===== src/rtl/quadrature_step_decoder.sv =====
// quadrature_step_decoder
//   Front end for an n-bit up/down counter. Synchronises and glitch-filters a
//   quadrature encoder (A,B), emits one-cycle step pulses with a direction
//   level, flags and counts illegal Gray jumps, and registers load requests.
// Ports
//   Clock, Resetn       : rising-edge clock, synchronous active-low reset
//   A, B                : asynchronous encoder phases
//   ld_req, ld_val[n]   : load request and value (synchronous)
//   clr_err             : clear err / err_cnt
//   R[n], L             : registered load value / strobe to the counter
//   E, up_down          : one-cycle step pulse, direction (1 = up)
//   err, err_cnt[ERRW]  : sticky illegal flag, saturating illegal count
module quadrature_step_decoder #(
  parameter int unsigned n    = 2,
  parameter int unsigned FILT = 3,
  parameter int unsigned ERRW = 4
) (
  input  logic            Clock,
  input  logic            Resetn,
  input  logic            A,
  input  logic            B,
  input  logic            ld_req,
  input  logic [n-1:0]    ld_val,
  input  logic            clr_err,
  output logic [n-1:0]    R,
  output logic            L,
  output logic            E,
  output logic            up_down,
  output logic            err,
  output logic [ERRW-1:0] err_cnt
);

  localparam int unsigned CW = (FILT < 2) ? 1 : $clog2(FILT + 1);
  localparam logic [CW-1:0]   FILT_MAX  = CW'(FILT);
  localparam logic [CW-1:0]   FILT_LAST = CW'(FILT - 1);
  localparam logic [ERRW-1:0] ERR_MAX   = {ERRW{1'b1}};

  typedef enum logic {ST_INIT, ST_RUN} state_t;

  state_t        r_state;
  state_t        w_state_nxt;
  logic [1:0]    r_s1, r_s2, r_cand, r_filt;
  logic [CW-1:0] r_cnt;

  logic       w_change, w_qual, w_accept, w_decode, w_illegal, w_step, w_up;
  logic [1:0] w_val;

  // State register
  always_ff @(posedge Clock) begin
    if (!Resetn) r_state <= ST_INIT;
    else         r_state <= w_state_nxt;
  end

  // Next state plus accept/decode qualifiers
  always_comb begin
    w_state_nxt = r_state;
    w_change    = (r_s2 != r_cand);
    w_val       = w_change ? r_s2 : r_cand;
    // With FILT=1 a single sample is enough, so the change edge itself accepts.
    w_qual      = (!w_change && (r_cnt == FILT_LAST)) || ((FILT == 1) && w_change);
    w_accept    = w_qual && ((r_state == ST_INIT) || (w_val != r_filt));
    w_decode    = w_accept && (r_state == ST_RUN);
    w_illegal   = w_decode && ((r_filt ^ w_val) == 2'b11);
    w_step      = w_decode && !w_illegal;
    // Up sequence 00->01->11->10->00: successor of {a,b} is {b,~a}.
    w_up        = (w_val == {r_filt[0], ~r_filt[1]});
    if (r_state == ST_INIT && w_accept) w_state_nxt = ST_RUN;
  end

  // Synchroniser and glitch filter
  always_ff @(posedge Clock) begin
    if (!Resetn) begin
      r_s1   <= 2'b00;
      r_s2   <= 2'b00;
      r_cand <= 2'b00;
      r_filt <= 2'b00;
      r_cnt  <= '0;
    end else begin
      r_s1 <= {A, B};
      r_s2 <= r_s1;
      if (w_accept) begin
        r_filt <= w_val;
        r_cand <= w_val;
        r_cnt  <= '0;
      end else if (w_change) begin
        r_cand <= r_s2;
        r_cnt  <= CW'(1);
      end else if (r_state == ST_RUN && r_cand == r_filt) begin
        r_cnt  <= '0;
      end else if (r_cnt < FILT_MAX) begin
        r_cnt  <= r_cnt + CW'(1);
      end
    end
  end

  // Registered outputs; a coincident load suppresses the step pulse
  always_ff @(posedge Clock) begin
    if (!Resetn) begin
      R       <= '0;
      L       <= 1'b0;
      E       <= 1'b0;
      up_down <= 1'b0;
      err     <= 1'b0;
      err_cnt <= '0;
    end else begin
      L <= ld_req;
      if (ld_req) R <= ld_val;
      E <= w_step && !ld_req;
      if (w_step) up_down <= w_up;
      if (w_illegal) begin
        err <= 1'b1;
        if (clr_err)                err_cnt <= ERRW'(1);
        else if (err_cnt != ERR_MAX) err_cnt <= err_cnt + ERRW'(1);
      end else if (clr_err) begin
        err     <= 1'b0;
        err_cnt <= '0;
      end
    end
  end

endmodule


===== config.mk =====
export PLATFORM = sky130hd
export DESIGN_NAME = quadrature_step_decoder
export DESIGN_NICKNAME = d
export VERILOG_FILES = /design/src/rtl/quadrature_step_decoder.sv
export SDC_FILE = /design/constraint.sdc
export NUM_CORES = 1
export LEC_CHECK = 0
export BUFFER_PORTS_ARGS = -buffer_cell sky130_fd_sc_hd__buf_4
export CORE_MARGIN = 5
export CORE_UTILIZATION = 47
export CTS_CLUSTER_DIAMETER = 100
export DETAILED_ROUTE_END_ITERATION = 7
export PLACE_DENSITY = 0.77
export SYNTH_ARGS = -nofsm -noshare
export SYNTH_HDL_FRONTEND = slang
export SYNTH_SLANG_ARGS = --single-unit

===== constraint.sdc =====
create_clock -name Clock -period 1.5 [get_ports Clock]
set_input_delay 0.075 -clock Clock [delete_from_list [all_inputs] [get_ports Clock]]
set_output_delay 0.075 -clock Clock [all_outputs]
set_load 0.01 [all_outputs]

==> results.txt <==
----------------------------------------------------
[Outcome]
  Status ... finished, final reports clean

[Critical path]
  Arrival time at the worst endpoint ... 1.62 ns
  Worst path bufs/invs ... 0
  Crit end category ... flop
  Startpoint types ... flop
  Launch instance of the worst register-to-register path ... r_s2[0]
  Worst Path Required ... 1.69 ns
  Slowest Stage Delay on Critical Path ... 0.40 ns
  Crit-path leading delay family ... simple AND/OR/NAND/NOR gates
  CP cell instances ... xnor2_4 -> nand4_4 -> or2_1 -> o311a_1
  WS Path Type ... reg2reg
  Launch point of the worst path ... r_s2[0]
  Crit Path Max Fanout ... 5
  Worst path slowest cell ... dfxtp_4

[Clocking]
  Level count of the clock H-tree ... 1
  Clock tree from TritonCTS ... built
  Clock buffer count from CTS ... 3
  Clock latency at the later pin of the worst-skew pair ... 0.30 ns
  Clock sink count ... 21
  CTS max path bufs ... 2
  Clock Tree Root ... clkbuf_4
  Clock transition at the registers of the reported paths ... 0.11 ns

[Die]
  Initial standard-cell utilization of the core ... 47.9%
  Core Rows ... 16
  Total Die Area ... 0.00294 mm²
  Die H ... 54.3 µm
  Horiz. Die Dim ... 54.3 µm
  Count of boundary I/O pins ... 18
  Area inside the core boundary ... 0.00192 mm²

[Global routing]
  Number of global-route vias before repair ... 684
  Combined global-route utilization of all metal layers ... 13.9%
  Total overflow reported by the global router ... 0
  Initial antenna violation count ... 0
  Wire length of the first global-routing pass ... 2900 µm
  Pin count of the biggest net entering global routing ... 20

[Placement]
  Placer's final routability congestion estimate ... 0.764
  Placed wire-length estimate ... 1390 µm
  Placed instance area ... 0.00114 mm²
  DP Worst Slack ... -0.0261 ns
  Port bufs ... 17
  Cell Count Post-Placement ... 145

[Final layout]
  Most used cells in the layout excluding fill and tap cells ... 27 x buf_4, 16 x dfxtp_1, 6 x inv_1, 6 x nand2_1, 6 x and2_1
  Number of standard cells in the final layout excluding fillers ... 154
  Fin area ... 0.00129 mm²
  Fraction of layout cells with a size suffix above 1 ... 33.9%
  Antenna diode instance count ... 0
  Area Overhead vs Synth ... 39.9%
  Fillers ... 163
  Final-stage net count ... 139
  Commonest non-fill, non-tap cell in the layout ... buf_4

[Timing]
  Max-slew violation total from the final report ... 0
  Minimum setup slack in the final design ... 0.0734 ns
  Max-slew headroom ... 68.4%
  Fin Clk Skew ... 0.00510 ns
  Setup-failing EPs final ... 0
  Shortest period the worst path allows ... 1.43 ns
  Final Cycle Share ... 95.1%
  FMAX ... 701 MHz
  Slew at the pin closest to its max-slew limit ... 0.468 ns
  Number of hold violations in the final report ... 0
  WHS ... 0.0378 ns

[Drt]
  Routed wire length ... 1890 µm
  WL/cell ... 12.3 µm
  Detail-routed via count per cell ... 4.97
  First-iteration detailed-routing DRC count ... 2
  Count of TritonRoute iterations in the first routing pass ... 4
  Count of antenna-violating nets left after detailed routing ... 0
  Number of vias in the routed layout ... 765
  Post-route DRC ... 0

[Power and ir drop]
  Part of the total power dissipated in the clock network ... 24.3%
  Switching power share of the total ... 26.4%
  Share of power burned in registers ... 57.1%
  Part of the total power dissipated in combinational logic ... 18.6%
  Internal power summed over all cells ... 806 µW
  Switching pwr ... 289 µW
  Max VDD drop ... 652 µV
  Leak pwr ... 0.000545 µW
  Power density over the cells ... 850 mW/mm²

[Yosys]
  Leading register cell type out of synthesis ... dfxtp_1
  Post-Syn Nets ... 106
  EDFF count, synth ... 0
  Syn Inst Count ... 95
  Share of the yosys chip area belonging to registers ... 45.7%
  Mean Syn Cell Area ... 9.69 µm²
  Total of flip-flops plus latches after synthesis ... 21
  Post-synth cell types ... 29
  Share of synthesized flip-flops with an asynchronous set or reset ... 0%
  Synth Warn # ... 0
  Area of the mapped netlist ... 921 µm²

[Job]
  Max-cap violation count ... 0

[Min path]
  Hold Crit Start ... ld_val[1]
  Hold/Removal Path Class ... in2reg

----------------------------------------------------
registers in the layout, summed over array words and instances (netlist names):
register,flops
r_filt,2
r_state,1
r_cnt,2
r_s1,2
r_cand,2
E,1
R,2
up_down,1
L,1
r_s2,2
err_cnt,4
err,1
layout make-up:
| cell class | instances | area [µm²] | area share, % |
|---|---|---|---|
| clock buffer | 4 | 26.3 | 2.04 |
| inverter | 6 | 22.5 | 1.75 |
| multi-input combinational | 66 | 544 | 42.2 |
| sequential | 21 | 429 | 33.3 |
| tap | 27 | 33.8 | 2.62 |
| timing repair buffer | 30 | 233 | 18.1 |
layer usage:
metal	global-route usage, %	up-vias	wire (µm)
li1	-	393	-
met1	14.9	358	764
met2	26.1	12	1030
met3	3.27	2	82
met4	4.98	0	10
met5	0	-	0
synth_stat cells, types with 2 or more instances:
| library cell | number | area, µm² |
|---|---|---|
| o21ai_0 | 3 | 15.0 |
| nand2b_1 | 2 | 12.5 |
| nand3_1 | 4 | 20.0 |
| ha_1 | 3 | 37.5 |
| mux2i_1 | 5 | 50.1 |
| nand3b_1 | 2 | 15.0 |
| a31oi_1 | 2 | 12.5 |
| nor2_1 | 2 | 7.51 |
| nand2_1 | 6 | 22.5 |
| a21boi_0 | 2 | 15.0 |
| o31ai_1 | 2 | 15.0 |
| nor4_1 | 2 | 12.5 |
| dfxtp_1 | 21 | 420 |
| and2_1 | 6 | 37.5 |
| nor2b_1 | 5 | 31.3 |
| xnor2_1 | 5 | 43.8 |
| xor2_1 | 5 | 43.8 |
| inv_1 | 6 | 22.5 |
| clkbuf_1 | 2 | 7.51 |
power groups by stage:
stage	clock network, µW	registers (µW)	logic [µW]
floorplan	0	629	109
global placement	0	626	157
detailed placement	0	629	164
CTS	277	618	175
global route	303	632	227
finish	267	625	204
kinds of logic after synthesis:
logic type	count (synthesis)	synth area share [%]
flops	21	45.7
compound gates	15	11.4
buf+inv	8	3.26
xor+xnor	10	9.51
mux	5	5.43
simple gates	33	20.7
fa+ha+maj	3	4.08
tightest hold or removal path, stage by stage:
cell and delay [ns]:
buf_4 0.08, mux2i_1 0.06, nor2b_1 0.09
per-stage QoR:
step | total power (µW) | setup TNS (ns) | utilization, %
floorplan | 738 | 0 | -
global placement | 783 | 0 | 59.4
detailed placement | 794 | -0.0261 | 59.4
CTS | 1070 | 0 | 63.2
global route | 1160 | -0.0148 | 67.1
finish | 1100 | 0 | 67.1
final timing paths:
path                            cells after the start  slack [ns]    endpoint
worst max-delay path                                4        0.07  err_cnt[2]
worst min-delay path                                3        0.04        R[1]
worst max register to register                      4        0.07  err_cnt[2]
worst min register to register                      1        0.45     r_s2[1]
what timing repair did:
item                                    in CTS  in global routing
hold buffers                                 3                  0
setup buffers                                0                  2
pin swaps                                    0                  2
endpoints found under the hold margin        3                  0
gates cloned                                 0                  0
endpoints found under the setup margin       1                  4
resized for setup                            3                 11
Note: power is estimated with default switching activity, not from simulation.
